### src/rtl/fpu_special_case_pipe.sv
// Two-stage IEEE-754 special-case unit: classifies operands, then decides whether
// special rules fully determine the result and emits result-assembly selects/flags.
`timescale 1ns/1ps
module fpu_special_case_pipe #(
    parameter int EXP_WIDTH  = 8,
    parameter int FRAC_WIDTH = 23,
    parameter int TAG_WIDTH  = 4
) (
    input  logic                              clk,
    input  logic                              reset_n,
    input  logic                              in_valid,
    output logic                              in_ready,
    input  logic [2:0]                        in_op,
    input  logic [EXP_WIDTH+FRAC_WIDTH:0]     in_a,
    input  logic [EXP_WIDTH+FRAC_WIDTH:0]     in_b,
    input  logic                              in_ftz,
    input  logic [TAG_WIDTH-1:0]              in_tag,
    output logic                              out_valid,
    input  logic                              out_ready,
    output logic [2:0]                        out_class_a,
    output logic [2:0]                        out_class_b,
    output logic                              out_special,
    output logic [3:0]                        out_sign_sel,
    output logic [2:0]                        out_exp_sel,
    output logic [2:0]                        out_frac_msb_sel,
    output logic [2:0]                        out_frac_lsbs_sel,
    output logic                              out_invalid,
    output logic                              out_div_zero,
    output logic [TAG_WIDTH-1:0]              out_tag
);
    localparam int W = 1 + EXP_WIDTH + FRAC_WIDTH;

    localparam logic [2:0] CLS_NORMAL = 3'b000;
    localparam logic [2:0] CLS_SUB    = 3'b100;
    localparam logic [2:0] CLS_ZERO   = 3'b101;
    localparam logic [2:0] CLS_INF    = 3'b011;
    localparam logic [2:0] CLS_NAN    = 3'b010;

    localparam logic [2:0] OP_ADD  = 3'd0;
    localparam logic [2:0] OP_SUB  = 3'd1;
    localparam logic [2:0] OP_MUL  = 3'd2;
    localparam logic [2:0] OP_DIV  = 3'd3;
    localparam logic [2:0] OP_SQRT = 3'd4;

    localparam logic [3:0] SGN_ZERO = 4'd0;
    localparam logic [3:0] SGN_ONE  = 4'd1;
    localparam logic [3:0] SGN_A    = 4'd2;
    localparam logic [3:0] SGN_B    = 4'd3;
    localparam logic [3:0] SGN_NB   = 4'd4;
    localparam logic [3:0] SGN_A_B  = 4'd5;

    // Selects packed as {sign[3:0], exp[2:0], msb[2:0], lsbs[2:0]}
    localparam logic [12:0] SEL_NAN    = {4'd0, 3'd1, 3'd1, 3'd0};
    localparam logic [12:0] SEL_RESULT = {4'd7, 3'd4, 3'd4, 3'd3};
    localparam logic [12:0] SEL_COPY_A = {4'd2, 3'd2, 3'd2, 3'd1};

    function automatic logic [2:0] classify(input logic [EXP_WIDTH-1:0] e,
                                            input logic [FRAC_WIDTH-1:0] f,
                                            input logic ftz);
        if (&e)
            return (|f) ? CLS_NAN : CLS_INF;
        else if (e == '0)
            return ((|f) && !ftz) ? CLS_SUB : CLS_ZERO;
        else
            return CLS_NORMAL;
    endfunction

    function automatic logic is_snan(input logic [EXP_WIDTH-1:0] e,
                                     input logic [FRAC_WIDTH-1:0] f);
        return (&e) && (|f) && !f[FRAC_WIDTH-1];
    endfunction

    function automatic logic [12:0] sel_inf(input logic [3:0] s);
        return {s, 3'd1, 3'd0, 3'd0};
    endfunction

    function automatic logic [12:0] sel_zero(input logic [3:0] s);
        return {s, 3'd0, 3'd0, 3'd0};
    endfunction

    function automatic logic [12:0] sel_copy_b(input logic [3:0] s);
        return {s, 3'd3, 3'd3, 3'd2};
    endfunction

    logic                 vld_p1_q, vld_p1_d;
    logic [2:0]           op_p1_q, op_p1_d;
    logic [TAG_WIDTH-1:0] tag_p1_q, tag_p1_d;
    logic                 sa_p1_q, sa_p1_d, sb_p1_q, sb_p1_d;
    logic [2:0]           cls_a_p1_q, cls_a_p1_d, cls_b_p1_q, cls_b_p1_d;
    logic                 snan_a_p1_q, snan_a_p1_d, snan_b_p1_q, snan_b_p1_d;

    logic                 vld_p2_q, vld_p2_d;
    logic [2:0]           cls_a_p2_q, cls_a_p2_d, cls_b_p2_q, cls_b_p2_d;
    logic                 special_p2_q, special_p2_d;
    logic [12:0]          sel_p2_q, sel_p2_d;
    logic                 invalid_p2_q, invalid_p2_d;
    logic                 div_zero_p2_q, div_zero_p2_d;
    logic [TAG_WIDTH-1:0] tag_p2_q, tag_p2_d;

    logic s2_ready;
    logic load_p1, load_p2;

    assign s2_ready = ~vld_p2_q | out_ready;
    assign in_ready = ~vld_p1_q | s2_ready;
    assign load_p1  = in_ready & in_valid;
    assign load_p2  = s2_ready & vld_p1_q;

    // ---- stage 0 -> 1: operand classification ----
    always_comb begin
        vld_p1_d    = in_ready ? in_valid : vld_p1_q;
        op_p1_d     = op_p1_q;
        tag_p1_d    = tag_p1_q;
        sa_p1_d     = sa_p1_q;
        sb_p1_d     = sb_p1_q;
        cls_a_p1_d  = cls_a_p1_q;
        cls_b_p1_d  = cls_b_p1_q;
        snan_a_p1_d = snan_a_p1_q;
        snan_b_p1_d = snan_b_p1_q;
        if (load_p1) begin
            op_p1_d     = in_op;
            tag_p1_d    = in_tag;
            sa_p1_d     = in_a[W-1];
            sb_p1_d     = in_b[W-1];
            cls_a_p1_d  = classify(in_a[W-2 -: EXP_WIDTH], in_a[FRAC_WIDTH-1:0], in_ftz);
            cls_b_p1_d  = classify(in_b[W-2 -: EXP_WIDTH], in_b[FRAC_WIDTH-1:0], in_ftz);
            snan_a_p1_d = is_snan(in_a[W-2 -: EXP_WIDTH], in_a[FRAC_WIDTH-1:0]);
            snan_b_p1_d = is_snan(in_b[W-2 -: EXP_WIDTH], in_b[FRAC_WIDTH-1:0]);
        end
    end

    // ---- stage 1 -> 2: special-case decision ----
    logic        nan_a, nan_b, inf_a, inf_b, zero_a, zero_b;
    logic        eff_b;
    logic [3:0]  sign_b_eff;
    logic        dec_special, dec_inv, dec_dz;
    logic [12:0] dec_sel;

    assign nan_a      = (cls_a_p1_q == CLS_NAN);
    assign nan_b      = (cls_b_p1_q == CLS_NAN);
    assign inf_a      = (cls_a_p1_q == CLS_INF);
    assign inf_b      = (cls_b_p1_q == CLS_INF);
    assign zero_a     = (cls_a_p1_q == CLS_ZERO);
    assign zero_b     = (cls_b_p1_q == CLS_ZERO);
    assign eff_b      = sb_p1_q ^ (op_p1_q == OP_SUB);
    assign sign_b_eff = (op_p1_q == OP_SUB) ? SGN_NB : SGN_B;

    always_comb begin
        dec_special = 1'b1;
        dec_sel     = SEL_RESULT;
        dec_inv     = 1'b0;
        dec_dz      = 1'b0;
        case (op_p1_q)
            OP_ADD, OP_SUB: begin
                if (nan_a || nan_b) begin
                    dec_sel = SEL_NAN;
                    dec_inv = snan_a_p1_q | snan_b_p1_q;
                end else if (inf_a && inf_b && (sa_p1_q != eff_b)) begin
                    dec_sel = SEL_NAN;
                    dec_inv = 1'b1;
                end else if (inf_a) begin
                    dec_sel = sel_inf(SGN_A);
                end else if (inf_b) begin
                    dec_sel = sel_inf(sign_b_eff);
                end else if (zero_a && zero_b) begin
                    dec_sel = sel_zero((sa_p1_q & eff_b) ? SGN_ONE : SGN_ZERO);
                end else if (zero_a) begin
                    dec_sel = sel_copy_b(sign_b_eff);
                end else if (zero_b) begin
                    dec_sel = SEL_COPY_A;
                end else begin
                    dec_special = 1'b0;
                end
            end
            OP_MUL: begin
                if (nan_a || nan_b) begin
                    dec_sel = SEL_NAN;
                    dec_inv = snan_a_p1_q | snan_b_p1_q;
                end else if ((inf_a && zero_b) || (zero_a && inf_b)) begin
                    dec_sel = SEL_NAN;
                    dec_inv = 1'b1;
                end else if (inf_a || inf_b) begin
                    dec_sel = sel_inf(SGN_A_B);
                end else if (zero_a || zero_b) begin
                    dec_sel = sel_zero(SGN_A_B);
                end else begin
                    dec_special = 1'b0;
                end
            end
            OP_DIV: begin
                if (nan_a || nan_b) begin
                    dec_sel = SEL_NAN;
                    dec_inv = snan_a_p1_q | snan_b_p1_q;
                end else if ((zero_a && zero_b) || (inf_a && inf_b)) begin
                    dec_sel = SEL_NAN;
                    dec_inv = 1'b1;
                end else if (inf_a) begin
                    dec_sel = sel_inf(SGN_A_B);
                end else if (inf_b || zero_a) begin
                    dec_sel = sel_zero(SGN_A_B);
                end else if (zero_b) begin
                    dec_sel = sel_inf(SGN_A_B);
                    dec_dz  = 1'b1;
                end else begin
                    dec_special = 1'b0;
                end
            end
            OP_SQRT: begin
                // B is never considered here, so its signalling bit cannot raise invalid
                if (nan_a) begin
                    dec_sel = SEL_NAN;
                    dec_inv = snan_a_p1_q;
                end else if (zero_a) begin
                    dec_sel = sel_zero(SGN_A);
                end else if (sa_p1_q) begin
                    dec_sel = SEL_NAN;
                    dec_inv = 1'b1;
                end else if (inf_a) begin
                    dec_sel = sel_inf(SGN_ZERO);
                end else begin
                    dec_special = 1'b0;
                end
            end
            default: dec_special = 1'b0;
        endcase
    end

    always_comb begin
        vld_p2_d      = s2_ready ? vld_p1_q : vld_p2_q;
        cls_a_p2_d    = cls_a_p2_q;
        cls_b_p2_d    = cls_b_p2_q;
        special_p2_d  = special_p2_q;
        sel_p2_d      = sel_p2_q;
        invalid_p2_d  = invalid_p2_q;
        div_zero_p2_d = div_zero_p2_q;
        tag_p2_d      = tag_p2_q;
        if (load_p2) begin
            cls_a_p2_d    = cls_a_p1_q;
            cls_b_p2_d    = cls_b_p1_q;
            special_p2_d  = dec_special;
            sel_p2_d      = dec_sel;
            invalid_p2_d  = dec_inv;
            div_zero_p2_d = dec_dz;
            tag_p2_d      = tag_p1_q;
        end
    end

    always_ff @(posedge clk or negedge reset_n) begin
        if (!reset_n) begin
            vld_p1_q      <= 1'b0;
            op_p1_q       <= '0;
            tag_p1_q      <= '0;
            sa_p1_q       <= 1'b0;
            sb_p1_q       <= 1'b0;
            cls_a_p1_q    <= '0;
            cls_b_p1_q    <= '0;
            snan_a_p1_q   <= 1'b0;
            snan_b_p1_q   <= 1'b0;
            vld_p2_q      <= 1'b0;
            cls_a_p2_q    <= '0;
            cls_b_p2_q    <= '0;
            special_p2_q  <= 1'b0;
            sel_p2_q      <= '0;
            invalid_p2_q  <= 1'b0;
            div_zero_p2_q <= 1'b0;
            tag_p2_q      <= '0;
        end else begin
            vld_p1_q      <= vld_p1_d;
            op_p1_q       <= op_p1_d;
            tag_p1_q      <= tag_p1_d;
            sa_p1_q       <= sa_p1_d;
            sb_p1_q       <= sb_p1_d;
            cls_a_p1_q    <= cls_a_p1_d;
            cls_b_p1_q    <= cls_b_p1_d;
            snan_a_p1_q   <= snan_a_p1_d;
            snan_b_p1_q   <= snan_b_p1_d;
            vld_p2_q      <= vld_p2_d;
            cls_a_p2_q    <= cls_a_p2_d;
            cls_b_p2_q    <= cls_b_p2_d;
            special_p2_q  <= special_p2_d;
            sel_p2_q      <= sel_p2_d;
            invalid_p2_q  <= invalid_p2_d;
            div_zero_p2_q <= div_zero_p2_d;
            tag_p2_q      <= tag_p2_d;
        end
    end

    assign out_valid         = vld_p2_q;
    assign out_class_a       = cls_a_p2_q;
    assign out_class_b       = cls_b_p2_q;
    assign out_special       = special_p2_q;
    assign out_sign_sel      = sel_p2_q[12:9];
    assign out_exp_sel       = sel_p2_q[8:6];
    assign out_frac_msb_sel  = sel_p2_q[5:3];
    assign out_frac_lsbs_sel = sel_p2_q[2:0];
    assign out_invalid       = invalid_p2_q;
    assign out_div_zero      = div_zero_p2_q;
    assign out_tag           = tag_p2_q;

endmodule

### config.mk
export PLATFORM = sky130hd
export DESIGN_NAME = fpu_special_case_pipe
export DESIGN_NICKNAME = d
export VERILOG_FILES = /design/src/rtl/fpu_special_case_pipe.sv
export SDC_FILE = /design/constraint.sdc
export NUM_CORES = 1
export LEC_CHECK = 0
export ABC_CLOCK_PERIOD_IN_PS = 4300
export BUFFER_PORTS_ARGS = -buffer_cell sky130_fd_sc_hd__clkbuf_2
export CAP_MARGIN = 20
export CORE_MARGIN = 2
export CORE_UTILIZATION = 51
export CTS_CLUSTER_SIZE = 8
export DETAILED_ROUTE_END_ITERATION = 7
export PLACE_DENSITY_LB_ADDON = 0.08
export SETUP_SLACK_MARGIN = 0.05
export SLEW_MARGIN = 10
export SYNTH_ARGS = -nofsm -noshare
export SYNTH_HDL_FRONTEND = slang
export SYNTH_SLANG_ARGS = --single-unit
### constraint.sdc
create_clock -name clk -period 4.3 [get_ports clk]
set_input_delay 1.075 -clock clk [delete_from_list [all_inputs] [get_ports clk]]
set_output_delay 1.075 -clock clk [all_outputs]
set_load 0.02 [all_outputs]
# Word-level counts from Yosys, hierarchy flattened
# Index checks and enable logic that the tools add are counted.
# Widths: inputs -> output; s select.
# totals
output_inout_bits	28
wordCells	131
ff_bits	45
# op_classes
reduce_logical	28
n_bitwise	9
eq_ne	11
mux	66
# ops
cell	n
$mux 12	15
$mux 11	5
$pmux 12 s4	1
$reduce_or 23->1	2
$mux 1	38
$eq 3x2->1 const B	6
$logic_not 8->1	2
$reduce_and 8->1	2
$mux 3	5
$logic_and 1x1->1	11
$eq 3x3->1 const B	3
$pmux 1 s4	2
$logic_or 1x1->1	6
$and 1x1->1	3
$eq 3x1->1 const B	1
$logic_not 1->1	3
$logic_not 3->1	1
$or 1x1->1	3
$not 1->1	2
$reduce_or 2->1	1
$ne 1x1->1	1
$xor 1x1->1	1

# Logic depth before layout (Yosys ltp)
# depth
word_depth	10
ltp_mapped	10
depth_no_buf	9

# Least setup slack after synthesis
# OpenSTA, ideal clock, no wires.
# synth_path
path_type	input to output
from	in out_ready
to	out in_ready
path_slack_ps	1851
required_time_ps	3225
arrival_ps	1374
path_stages	1
path_buffers	0
path_cell_list	nand3b_1
# synth_via
elab_chain_len	2
# synth_rtl
element	line	rtl
start, declared	19	input logic out_ready,
$or 1x1->1	103	assign s2_ready = ~vld_p2_q | out_ready;
$or 1x1->1	104	assign in_ready = ~vld_p1_q | s2_ready;
end, declared	12	output logic in_ready,
# No other way between the ends.

# Worst setup path in the final report
# Ends and elaborated chain as after synthesis.

==> impl_metrics.json <==
{
  "synth_edf_count": 0,
  "p_leak_nw": 1.52,
  "finClkSkew_ps": 11.4,
  "timing.hold.ws_ps": 474,
  "arrival_ps": 1570,
  "synth_common_cells": "nand2_1, dfrtp_1, nor2_1, nor4_1, o21ai_0",
  "synth.distinct_cells": 54,
  "clkSinkCount": 41,
  "worst_slew_pin_slew_ps": 765,
  "clock_latency_ps": 300,
  "yosysMostFrequentCell": "nand2_1",
  "cp_max_fo": 4,
  "overflow": 0,
  "cts_setup_buffers": 0,
  "start_util_pct": 54.1,
  "place.detailed.hpwl_mm": 4.71,
  "cts_tree": "built",
  "placed_cell_area_um2": 2880,
  "synth-main-ff-cell": "dfrtp_1",
  "synth_area_um2": 2400,
  "area_growth_pct": 26.1,
  "finalSetupViolCount": 0,
  "wire_per_inst_um": 15.1,
  "die_w_um": 72.6,
  "final.setup.tns_ps": 0,
  "grt_use_total_pct": 25.1,
  "vias": 2390,
  "endpoint_kind": "primary output",
  "drt-pass1-iter-count": 4,
  "dpl_worst_slack_ps": 1670,
  "port_buffers": 101,
  "ctsHtreeMaxLevel": 2,
  "ys_seq_area_share_pct": 42.7,
  "cts_hold_buf": 0,
  "clockRootBuffer": "clkbuf_8",
  "antenna_found_initial": 0,
  "finalInstanceArea_um2": 3030,
  "place_congestion": 0.959,
  "power.density_nw_per_um2": 341,
  "required_ps": 3220,
  "core_area_um2": 4440,
  "grt_max_degree": 42,
  "vdd_drop_max_uv": 173,
  "viasPerCell": 5.77,
  "routed_wl_mm": 6.26,
  "first_global_vias": 2241,
  "min_period_over_period_pct": 61.4,
  "crit_chain": "clkbuf_2 > nand3b_1 > clkbuf_2",
  "rows": 24,
  "min_path_type": "register to register",
  "timing.final.ws_setup_ps": 1660,
  "clk_pin_slew_ps": 90,
  "ys_warn_count": 0,
  "layout-drive-gt1-share_pct": 35.4,
  "layout.nets": 443,
  "grt_pass1_wl_mm": 10.3,
  "cts_resized": 0,
  "cpMostUsedCell": "clkbuf_2",
  "async_reset_ff_share_pct": 100,
  "drt-initial-drc-count": 218,
  "rsz0062_at_grt": "false",
  "yosysTopAreaCell": "dfrtp_1",
  "die_h_um": 72.6,
  "critPathMaxStageDelay_ps": 210,
  "worstSetupPathType": "input port to primary output",
  "io-pin-count": 104,
  "hold_viol": 0,
  "post-route-util_pct": 68.2,
  "cts_buffers": 5,
  "drcViolationCount": 0,
  "cp-start-kind": "input port",
  "drv_cap": 0,
  "slew_headroom_pct": 49.0,
  "syn_inst": 268,
  "ant_nets": 0,
  "cpMaxStageDelayCell": "nand3b_1",
  "clockBufferDepth": 2,
  "synth_top_area_share_pct": 42.7,
  "period_needed_ps": 2640,
  "total_power_mw": 1.03,
  "synth_area_leaders": "dfrtp_1, nand2_1, mux2_2",
  "antennaDiodeCount": 0,
  "instances_no_fill": 414,
  "ys_ff_latch": 41,
  "outcome": "finished clean",
  "fp.dieArea_um2": 5280,
  "max_freq_ghz": 0.379,
  "dp.cells": 405,
  "drv_slew": 0,
  "avgSynthCellArea_um2": 8.96
}
[cells in the final DEF (no fill, tap or decap), types with 4 or more instances in the layout]
cell type  instances
o21ai_0           14
ha_1               6
nor4_1            15
nand2_1           52
nand3b_1           4
dfrtp_1           41
clkbuf_8           6
nand4_1            8
nand2b_1           8
a21oi_1            8
inv_1              4
nor2_1            18
clkbuf_2         101
mux2_2            10
a22oi_1            4
nor3_1             8
[worst paths after layout]
path | cells after the start | end | slack, ps | start
setup / recovery | 3 | in_ready | 1660 | out_ready
hold / removal | 2 | out_tag[3] | 470 | tag_p1_q[3]
setup reg to reg | 9 | out_invalid | 1830 | op_p1_q[2]
hold reg to reg | 2 | out_tag[3] | 470 | tag_p1_q[3]
max in group asynchronous | 2 | sel_p2_q[1] | 3090 | reset_n
min in group asynchronous | 1 | cls_b_p1_q[2] | 730 | reset_n
[sequential cells by signal, summed over array words and instances, names as in the netlist, 3 cells and up]
register / flops
cls_a_p1_q: 3
cls_b_p1_q: 3
op_p1_q: 3
out_class_a: 3
out_class_b: 3
out_tag: 4
sel_p2_q: 9
tag_p1_q: 4
[power by group]
group          switching (mW)  internal, mW
sequential             0.0358         0.427
combinational           0.137         0.106
clock                   0.140         0.189
[critical path, delay by kind of cell]
| kind | cells | cell delay [ps] |
|---|---|---|
| buffers and inverters | 2 | 280 |
| AND/OR/NAND/NOR | 1 | 210 |
[logic make-up after synthesis]
kind of cell | after synthesis | synth area share [%]
xor+xnor | 3 | 1.09
flops | 41 | 42.7
fa+ha+maj | 6 | 3.12
buf+inv | 23 | 4.90
mux | 10 | 4.69
other cells | 1 | 0.156
simple gates | 127 | 27.0
compound gates | 57 | 16.4
[metal layers]
metal  part of all wire, %  GRT usage (%)
met3                   7.3           4.70
met2                    48           40.6
met5                     0              0
met1                    42           32.4
met4                   2.9           12.1
[layout make-up]
cell class	count	area (um2)
timing repair buffer	102	533
sequential	41	1030
clock inverter	2	37.5
tap	52	65.1
clock buffer	6	82.6
multi-input combinational	205	1260
fill	368	1420
inverter	6	22.5
No activity file was read; power rests on OpenSTA's default activity.
